[config.mk]
export PLATFORM = sky130hd
export DESIGN_NAME = mul_div_unit_flat
export DESIGN_NICKNAME = d
export VERILOG_FILES = /design/src/rtl/mul_div_unit_if.sv /design/src/rtl/mul_div_unit.sv /design/src/flat_wrapper.sv
export SDC_FILE = /design/constraint.sdc
export NUM_CORES = 1
export LEC_CHECK = 0
export BUFFER_PORTS_ARGS = -buffer_cell sky130_fd_sc_hd__buf_4
export CAP_MARGIN = 40
export CORE_ASPECT_RATIO = 1.75
export CORE_MARGIN = 2
export CORE_UTILIZATION = 37
export DETAILED_ROUTE_END_ITERATION = 7
export GPL_TIMING_DRIVEN = 0
export HOLD_SLACK_MARGIN = 0.12
export RECOVER_POWER = 25
export SYNTH_ARGS = -nofsm -noshare
export SYNTH_HDL_FRONTEND = slang
export SYNTH_SLANG_ARGS = --single-unit
[constraint.sdc]
create_clock -name clk -period 5.9 [get_ports clk]
set_clock_uncertainty 0.05 [all_clocks]
set_input_delay 1.475 -clock clk [delete_from_list [all_inputs] [get_ports clk]]
set_output_delay 1.475 -clock clk [all_outputs]
set_load 0.005 [all_outputs]
[src/rtl/mul_div_unit_if.sv]
// mul_div_unit_if
//   Start/result handshake between the execute stage and the iterative
//   multiply/divide unit.
//   valid_i    execute -> MDU  one-cycle start pulse
//   MDU_op_i   execute -> MDU  RV32M func3, captured with valid_i
//   MDU_RS1_i  execute -> MDU  rs1 operand (multiplicand/dividend)
//   MDU_RS2_i  execute -> MDU  rs2 operand (multiplier/divisor)
//   ready_o    MDU -> execute  one-cycle pulse, MDU_RD_o valid this cycle
//   MDU_RD_o   MDU -> execute  result, held until the next result
//   master modport: execute side; slave modport: the MDU.
interface mul_div_unit_if #(
    parameter int XLEN = 32
);
    logic            valid_i;
    logic [2:0]      MDU_op_i;
    logic [XLEN-1:0] MDU_RS1_i;
    logic [XLEN-1:0] MDU_RS2_i;
    logic            ready_o;
    logic [XLEN-1:0] MDU_RD_o;

    modport master (
        output valid_i, MDU_op_i, MDU_RS1_i, MDU_RS2_i,
        input  ready_o, MDU_RD_o
    );

    modport slave (
        input  valid_i, MDU_op_i, MDU_RS1_i, MDU_RS2_i,
        output ready_o, MDU_RD_o
    );
endinterface

[src/rtl/mul_div_unit.sv]
// mul_div_unit
//   Iterative RV32M multiply/divide unit. Multiplies by shift-add and divides
//   by restoring division, one bit per cycle, on operand magnitudes; the sign
//   is applied once at the end. Divide-by-zero and signed overflow skip the
//   iterations and answer in the following cycle.
//   clk   core clock, rising edge
//   rst   synchronous, active-high reset (aborts an op in flight)
//   bus   mul_div_unit_if.slave: valid_i/MDU_op_i/MDU_RS1_i/MDU_RS2_i in,
//         ready_o/MDU_RD_o out
module mul_div_unit #(
    parameter int XLEN = 32
) (
    input  logic          clk,
    input  logic          rst,
    mul_div_unit_if.slave bus
);
    localparam int CW = $clog2(XLEN);

    typedef enum logic [1:0] {
        S_IDLE,
        S_MUL,
        S_DIV,
        S_DONE
    } state_t;

    state_t state, state_nxt;

    logic [2:0]        op_q;
    logic [XLEN-1:0]   opb_q;     // multiplicand or divisor magnitude
    logic [2*XLEN-1:0] acc_q;     // mul: {partial hi, multiplier}; div: {remainder, quotient}
    logic              neg_q;     // negate the selected result in DONE
    logic [CW-1:0]     cnt_q;
    logic [XLEN-1:0]   rd_q;

    // ---------------- operand decode at capture ----------------
    logic            rs1_signed, rs2_signed, sign1, sign2;
    logic [XLEN-1:0] abs1, abs2;
    logic            div_zero, div_ovf, special;

    always_comb begin
        rs1_signed = (bus.MDU_op_i == 3'b001) || (bus.MDU_op_i == 3'b010) ||
                     (bus.MDU_op_i == 3'b100) || (bus.MDU_op_i == 3'b110);
        rs2_signed = (bus.MDU_op_i == 3'b001) || (bus.MDU_op_i == 3'b100) ||
                     (bus.MDU_op_i == 3'b110);
        sign1      = rs1_signed && bus.MDU_RS1_i[XLEN-1];
        sign2      = rs2_signed && bus.MDU_RS2_i[XLEN-1];
        abs1       = sign1 ? -bus.MDU_RS1_i : bus.MDU_RS1_i;
        abs2       = sign2 ? -bus.MDU_RS2_i : bus.MDU_RS2_i;
        div_zero   = bus.MDU_op_i[2] && (bus.MDU_RS2_i == '0);
        div_ovf    = bus.MDU_op_i[2] && !bus.MDU_op_i[0] &&
                     (bus.MDU_RS1_i == {1'b1, {(XLEN-1){1'b0}}}) &&
                     (bus.MDU_RS2_i == '1);
        special    = div_zero || div_ovf;
    end

    // ---------------- one iteration step ----------------
    logic              last_iter;
    logic [XLEN:0]     mul_sum;
    logic [XLEN:0]     div_shift;
    logic [XLEN:0]     div_diff;
    logic [2*XLEN-1:0] mul_next, div_next;

    always_comb begin
        last_iter = (cnt_q == CW'(XLEN-1));
        mul_sum   = {1'b0, acc_q[2*XLEN-1:XLEN]} + (acc_q[0] ? {1'b0, opb_q} : '0);
        mul_next  = {mul_sum, acc_q[XLEN-1:1]};
        // Remainder shifted left with the next dividend bit brought in.
        div_shift = acc_q[2*XLEN-1:XLEN-1];
        div_diff  = div_shift - {1'b0, opb_q};
        // div_shift < 2*divisor, so the top bit of the difference is the borrow.
        if (!div_diff[XLEN])
            div_next = {div_diff[XLEN-1:0], acc_q[XLEN-2:0], 1'b1};
        else
            div_next = {div_shift[XLEN-1:0], acc_q[XLEN-2:0], 1'b0};
    end

    // ---------------- sign fix-up and result select ----------------
    logic [2*XLEN-1:0] prod_fix;
    logic [XLEN-1:0]   quo_fix, rem_fix, result;

    always_comb begin
        prod_fix = neg_q ? -acc_q : acc_q;
        quo_fix  = neg_q ? -acc_q[XLEN-1:0] : acc_q[XLEN-1:0];
        rem_fix  = neg_q ? -acc_q[2*XLEN-1:XLEN] : acc_q[2*XLEN-1:XLEN];
        case (op_q)
            3'b000:                 result = prod_fix[XLEN-1:0];
            3'b001, 3'b010, 3'b011: result = prod_fix[2*XLEN-1:XLEN];
            3'b100, 3'b101:         result = quo_fix;
            default:                result = rem_fix;
        endcase
    end

    // ---------------- FSM ----------------
    always_ff @(posedge clk) begin
        if (rst) state <= S_IDLE;
        else     state <= state_nxt;
    end

    logic            ready;
    logic [XLEN-1:0] rd;

    always_comb begin
        state_nxt = state;
        ready     = 1'b0;
        rd        = rd_q;
        case (state)
            S_IDLE: begin
                if (bus.valid_i) begin
                    if (special)              state_nxt = S_DONE;
                    else if (bus.MDU_op_i[2]) state_nxt = S_DIV;
                    else                      state_nxt = S_MUL;
                end
            end
            S_MUL, S_DIV: begin
                if (last_iter) state_nxt = S_DONE;
            end
            S_DONE: begin
                ready     = 1'b1;
                rd        = result;
                state_nxt = S_IDLE;
            end
            default: state_nxt = S_IDLE;
        endcase
    end

    assign bus.ready_o  = ready;
    assign bus.MDU_RD_o = rd;

    // ---------------- datapath registers ----------------
    always_ff @(posedge clk) begin
        if (rst) begin
            op_q  <= '0;
            opb_q <= '0;
            acc_q <= '0;
            neg_q <= 1'b0;
            cnt_q <= '0;
            rd_q  <= '0;
        end else begin
            case (state)
                S_IDLE: begin
                    if (bus.valid_i) begin
                        op_q  <= bus.MDU_op_i;
                        cnt_q <= '0;
                        // Special cases are preloaded so DONE's normal select
                        // produces the architecturally defined value.
                        if (div_zero) begin
                            acc_q <= {bus.MDU_RS1_i, {XLEN{1'b1}}};
                            opb_q <= '0;
                            neg_q <= 1'b0;
                        end else if (div_ovf) begin
                            acc_q <= {{XLEN{1'b0}}, bus.MDU_RS1_i};
                            opb_q <= '0;
                            neg_q <= 1'b0;
                        end else begin
                            if (bus.MDU_op_i[2]) begin
                                acc_q <= {{XLEN{1'b0}}, abs1};
                                opb_q <= abs2;
                            end else begin
                                acc_q <= {{XLEN{1'b0}}, abs2};
                                opb_q <= abs1;
                            end
                            neg_q <= (bus.MDU_op_i == 3'b110) ? sign1 : (sign1 ^ sign2);
                        end
                    end
                end
                S_MUL: begin
                    acc_q <= mul_next;
                    cnt_q <= cnt_q + 1'b1;
                end
                S_DIV: begin
                    acc_q <= div_next;
                    cnt_q <= cnt_q + 1'b1;
                end
                S_DONE: begin
                    rd_q <= result;
                end
                default: ;
            endcase
        end
    end
endmodule
[src/flat_wrapper.sv]
// flat-port wrapper written by rule: the top's interface ports become plain ports
module mul_div_unit_flat 
#(
    parameter int XLEN = 32
)
  (clk, rst, bus_valid_i, bus_MDU_op_i, bus_MDU_RS1_i, bus_MDU_RS2_i, bus_ready_o, bus_MDU_RD_o);
  mul_div_unit_if #(.XLEN(XLEN)) bus_i ();
  input  logic clk;
  input  logic rst;
  input wire logic [$bits(bus_i.valid_i)-1:0] bus_valid_i;
  input wire logic [$bits(bus_i.MDU_op_i)-1:0] bus_MDU_op_i;
  input wire logic [$bits(bus_i.MDU_RS1_i)-1:0] bus_MDU_RS1_i;
  input wire logic [$bits(bus_i.MDU_RS2_i)-1:0] bus_MDU_RS2_i;
  output wire logic [$bits(bus_i.ready_o)-1:0] bus_ready_o;
  output wire logic [$bits(bus_i.MDU_RD_o)-1:0] bus_MDU_RD_o;
  assign bus_i.valid_i = bus_valid_i;
  assign bus_i.MDU_op_i = bus_MDU_op_i;
  assign bus_i.MDU_RS1_i = bus_MDU_RS1_i;
  assign bus_i.MDU_RS2_i = bus_MDU_RS2_i;
  assign bus_ready_o = bus_i.ready_o;
  assign bus_MDU_RD_o = bus_i.MDU_RD_o;
  mul_div_unit #(.XLEN(XLEN)) u_core (.clk(clk), .rst(rst), .bus(bus_i));
endmodule
**Word-level counts from Yosys, hierarchy flattened**

Cells that the tools add are included.

- Word-level logic and storage cells: 86
- Bits in writable memories: 0
- Input bits: 70
- ROM bits: 0
- Output and inout bits: 33
- Memories kept: 0
- Latch bits: 0
- Flip-flop bits (word level): 139

- Div/mod/pow operators: 0
- $mul: 0
- Muxes and demuxes: 28
- Add/sub/neg operators: 8
- $lt $le $gt $ge: 0
- Bitwise operators: 1
- Reductions and logical operators: 25
- Equal/unequal tests: 17
- Shift operators: 0

Operators with widths:

| cell | number |
|---|---|
| $mux W32 | 10 |
| $mux W64 | 5 |
| $pmux W64 S3 | 1 |
| $neg A32 Y32 | 4 |
| $pmux W32 S3 | 1 |
| $eq A32 B32 Y1 const B | 2 |
| $neg A64 Y64 | 1 |
| $add A32 B33 Y33 | 1 |
| $sub A33 B32 Y33 | 1 |
| $logic_not A32 Y1 | 1 |
| $eq A3 B3 Y1 const B | 4 |
| $pmux W5 S2 | 1 |
| $eq A3 B2 Y1 const B | 3 |
| $mux W2 | 4 |
| $reduce_and A2 Y1 | 4 |
| $eq A3 B1 Y1 const B | 2 |
| $logic_and A1 B1 Y1 | 6 |
| $logic_or A1 B1 Y1 | 6 |
| $pmux W2 S3 | 1 |
| $add A5 B1 Y5 const B | 1 |
| $eq A5 B5 Y1 const B | 1 |
| $mux W5 | 1 |
| $eq A2 B2 Y1 const B | 2 |
| $mux W1 | 4 |
| other kinds (11) | 12 |

**Longest topological paths before layout**

- Depth in word-level cells: 11
- Gate-level depth with buffers: 14
- Gate-level depth less buffers: 13

**Worst setup path before layout**

OpenSTA, ideal clock, no wires.

- Path kind: register -> output
- Start: register u_core.acc_q[10]
- End: output bus_MDU_RD_o[31]
- Data required time: 4375 ps
- Stages on the path, launching flop included: 12
- Data arrival time: 3174 ps
- Setup slack: 1201 ps
- Cells stage by stage: dfxtp_1 > buf_6 > or4_4 > or4_4 > buf_6 > or4_1 > buf_2 > or3_4 > nor3b_2 > a311oi_1 > nand2b_1 > a31oi_1

- Cells in the longest elaborated chain, start to end: 4
- Elaborated cells on any way between the ends: 6
- Classes of those cells: 2 x add/sub; 4 x mux

Ends and longest elaborated chain:

| item | RTL line | text |
|---|---|---|
| start, declared | mul_div_unit.sv:30 | `logic [2*XLEN-1:0] acc_q;` |
| start signal, assigned | mul_div_unit.sv:147 | `acc_q <= {bus.MDU_RS1_i, {XLEN{1'b1}}};` |
| start signal, assigned | mul_div_unit.sv:151 | `acc_q <= {{XLEN{1'b0}}, bus.MDU_RS1_i};` |
| start signal, assigned | mul_div_unit.sv:156 | `acc_q <= {{XLEN{1'b0}}, abs1};` |
| $neg A64 Y64 or $neg A32 Y32 (tied branches) | mul_div_unit.sv:82, mul_div_unit.sv:83 |  |
| $mux W64 or $mux W32 (tied branches) | mul_div_unit.sv:82, mul_div_unit.sv:83 |  |
| $pmux W32 S3 * | mul_div_unit.sv:85 | `case (op_q)` |
| $mux W32 * | mul_div_unit.sv:106 | `case (state)` |
| end, declared | flat_wrapper.sv:15 | `output wire logic [$bits(bus_i.MDU_RD_o)-1:0] bus_MDU_RD_o;` |

Mark *: on every way between the ends. The rest lies on a longest branch, timed or not.

**Final worst setup path**

- Start: register u_core.acc_q[15]
- End: output bus_MDU_RD_o[5]

- Cells in the longest elaborated chain, start to end: 4

Ends and longest elaborated chain:

| item | RTL line | text |
|---|---|---|
| $neg A64 Y64 | mul_div_unit.sv:82 | `prod_fix = neg_q ? -acc_q : acc_q;` |
| $mux W64 | mul_div_unit.sv:82 |  |
| $pmux W32 S3 | mul_div_unit.sv:85 |  |
| $mux W32 | mul_div_unit.sv:106 |  |

No other way between the ends.

==> impl_metrics.toml <==
[outcome]
run_status = "finished clean"

[logic_synthesis]
syn-cell-area_mm2 = 0.0146
cells_after_synth = 2092
ys_ff_latch = 139
synth_cell_type_count = 76
ys_warn_count = 0
ys_seq_area_share_pct = 19.1
syn_nets = 2240
synth_enable_flop_cells = 0
synth_async_sr_flop_share_pct = 0
synth_flop_cell = "sky130_fd_sc_hd__dfxtp_1"
postSynthAreaPerCell_um2 = 6.98

[global_routing]
grt_use_met2_pct = 63.2
grt_use_met3_pct = 6.20
global_route.usage.total_pct = 36.3
antenna_found_initial = 0
grt_pass1_vias = 17023
gr-total-overflow = 0
gr-max-usage-layer = "met2"
grt.met1_usage_pct = 37.4
global_route_wire_length_before_repair_um = 110000
grt_start_max_net_pins = 17

[floorplanning]
floorplan.initialDensity_pct = 37.4
boundaryPins = 103
core-area_mm2 = 0.0390
cell_rows = 96
die_area_mm2 = 0.0411
floorplan.die.width_um = 154
dieHeight_um = 267

[timing]
period_share_pct = 99.7
fmaxAchievable_ghz = 0.170
max_slew_headroom_pct = 35.4
final_hold_slack_ns = 0.431
worst-slew-pin-transition_ns = 0.969
maxSlewViolCount = 0
setup_violations = 0
finalWorstPathRequiredPeriod_ns = 5.88
setup_ws_ns = 0.0191
rsz0062_at_grt = "false"
finalHoldViolCount = 0

[clock_tree]
clk_latency_ns = 0.47
cts_root_buf = "sky130_fd_sc_hd__clkbuf_16"
cts_tree = "built"
cts_inserted_buffers = 17
clock-sinks = 139
cts_setup_buffers = 0
htree_num_levels = 4
worst_setup_hold_path_clk_slew_ns = 0.07
ctsHoldBuffers = 0
clockBufferDepth = 2

[critical_path]
setup.worst_path.end_class = "primary output"
critPathLaunchType = "register"
worstPathCellList = "clkbuf_1 -> or4_1 -> or4_4 -> buf_6 -> or4_1 -> buf_2 -> o31ai_1 -> xnor2_1 -> a222oi_1 -> a21oi_1 -> buf_4"
reg2reg_setup_slack_ns = 0.34
classification_of_the_worst_setup_path = "register to primary output"
slowest_delay_ns = 0.63
worstPathArrival_ns = 4.36
critPathSlowestCell = "sky130_fd_sc_hd__or4_1"
cp_common_cell = "sky130_fd_sc_hd__or4_1"
critPathMaxFanout = 9
critical_path_required_time_ns = 4.38

[routing]
drt_first_iter_violations = 1849
drt_drc_violations_left = 0
detail_route.wl_per_cell_um = 27.9
via_count = 17546
via_per_inst = 6.43
length_of_the_first_detailed_routing_pass_in_iterations = 7
detailed_route_wire_length_um = 76100
route.antenna.remaining_nets = 0

[power]
peakVddDrop_mv = 0.337
power_dens_cells_mw_per_mm2 = 594
power.leakage_nw = 6.66

[min_path]
hp-class = "register to register"

[place]
numPortBuffers = 101
dpl-instance-area_mm2 = 0.0161
dp_hpwl_um = 61600
pre_cts_ws_ns = 0.230
gp_congestion = 1.04

[layout]
design_area_mm2 = 0.0167
nets_final = 2373
drive_gt1_share_pct = 8.45
area_growth_syn_to_layout_pct = 14.1

[run]
max_cap_violations = 0
-- metrics by stage --
stage / cells / util (%) / total power, mW / setup TNS [ns]
floorplan: 2092 / - / 5.93 / 0
global placement: 2683 / 40.9 / 8.43 / -2.39
detailed placement: 2697 / 41.1 / 8.47 / 0
CTS: 2729 / 42.6 / 9.61 / 0
global route: 2728 / 42.6 / 10.4 / 0
finish: 2730 / 42.7 / 9.90 / 0
-- worst paths after layout --
path / endpoint / start / cells past startpoint
worst max-delay path: bus_MDU_RD_o[5] / u_core.acc_q[15]$_SDFFE_PP0P_ / 11
worst min-delay path: u_core.opb_q[13]$_SDFFE_PP0P_ / u_core.opb_q[13]$_SDFFE_PP0P_ / 2
worst max register to register: u_core.acc_q[58]$_SDFFE_PP0P_ / u_core.acc_q[32]$_SDFFE_PP0P_ / 14
worst min register to register: u_core.opb_q[13]$_SDFFE_PP0P_ / u_core.opb_q[13]$_SDFFE_PP0P_ / 2
-- cells in the final DEF, fill, tap and decap left out, types with 31 or more instances in the layout --
cell type	Yosys	final
sky130_fd_sc_hd__a21o_1	38	38
sky130_fd_sc_hd__nor3_1	38	38
sky130_fd_sc_hd__clkbuf_1	134	137
sky130_fd_sc_hd__xnor2_1	91	91
sky130_fd_sc_hd__nand2_1	190	190
sky130_fd_sc_hd__nand3_1	34	34
sky130_fd_sc_hd__nor2_1	223	223
sky130_fd_sc_hd__buf_4	0	98
sky130_fd_sc_hd__xor2_1	68	68
sky130_fd_sc_hd__ha_1	76	76
sky130_fd_sc_hd__inv_1	73	73
sky130_fd_sc_hd__o21ai_0	166	166
sky130_fd_sc_hd__o31ai_1	31	31
sky130_fd_sc_hd__or3_1	31	31
sky130_fd_sc_hd__nor2b_1	46	46
sky130_fd_sc_hd__a21oi_1	211	211
sky130_fd_sc_hd__dfxtp_1	139	139
sky130_fd_sc_hd__a22oi_1	47	47
-- power breakdown --
| group | total [mW] | internal (mW) | switching (mW) |
|---|---|---|---|
| clock network | 1.11 | 0.561 | 0.546 |
| registers | 1.65 | 1.20 | 0.446 |
| logic | 7.14 | 2.31 | 4.83 |
-- cell families (layout without fill, tap and decap cells) --
kind of cell	after synthesis	in the layout	share of synthesized area, %
AO/OA/AOI/OAI	757	757	33.6
AND/OR/NAND/NOR	709	709	23.2
buffers and inverters	221	367	5.82
XOR/XNOR	159	159	9.54
flip-flops	139	139	19.1
adder cells (fa/ha/maj)	78	78	6.79
multiplexers	29	29	2.02
other	0	2	0
-- registers in the layout, indices dropped and copies added, names as in the netlist --
| name | cells |
|---|---|
| u_core.acc_q | 64 |
| u_core.cnt_q | 5 |
| u_core.neg_q | 1 |
| u_core.op_q | 3 |
| u_core.opb_q | 32 |
| u_core.rd_q | 32 |
| u_core.state | 2 |
-- worst max-delay path: cells and delay by family (launching register included) --
family / cells / cell delay [ns]
simple gates: 3 / 1.58
buf+inv: 4 / 0.79
compound gates: 3 / 1.09
xor+xnor: 1 / 0.12
flops: 1 / 0.30
-- metal layers --
metal / wire [um] / vias to the layer above
met4: 7970 / 0
met3: 5120 / 324
met5: 0 / -
met1: 26600 / 8282
met2: 36500 / 987
li1: - / 7953
-- area by class of cell --
type | instances | area, um^2
repair buffers | 115 | 835
multi-input cells | 1732 | 11000
inverters | 73 | 274
well taps | 490 | 613
clock buffers | 17 | 425
plain buffers | 147 | 572
clock inverters | 15 | 145
fillers | 4078 | 22400
flip-flops and latches | 139 | 2780
diodes | 2 | 5.00
-- synth_stat cells (26+ instances only) --
cell type	count	area [um^2]
sky130_fd_sc_hd__dfxtp_1	139	2780
sky130_fd_sc_hd__xnor2_1	91	797
sky130_fd_sc_hd__a21o_1	38	285
sky130_fd_sc_hd__inv_1	73	274
sky130_fd_sc_hd__o31ai_1	31	233
sky130_fd_sc_hd__nor3_1	38	190
sky130_fd_sc_hd__or3_1	31	194
sky130_fd_sc_hd__xor2_1	68	596
sky130_fd_sc_hd__o21ai_0	166	831
sky130_fd_sc_hd__clkbuf_1	134	503
sky130_fd_sc_hd__a22oi_1	47	353
sky130_fd_sc_hd__a221oi_1	26	228
sky130_fd_sc_hd__nand2_1	190	713
sky130_fd_sc_hd__a21oi_1	211	1060
sky130_fd_sc_hd__nor2_1	223	837
sky130_fd_sc_hd__a31oi_1	28	175
sky130_fd_sc_hd__nor2b_1	46	288
sky130_fd_sc_hd__nand3_1	34	170
sky130_fd_sc_hd__ha_1	76	951
-- what timing repair did --
item / CTS / global route
pin swaps: 0 / 1
gates resized for setup: 2 / 2
cloned: 0 / 0
setup endpoints to repair: 7 / 6
Note: power is estimated with default switching activity, not from simulation.
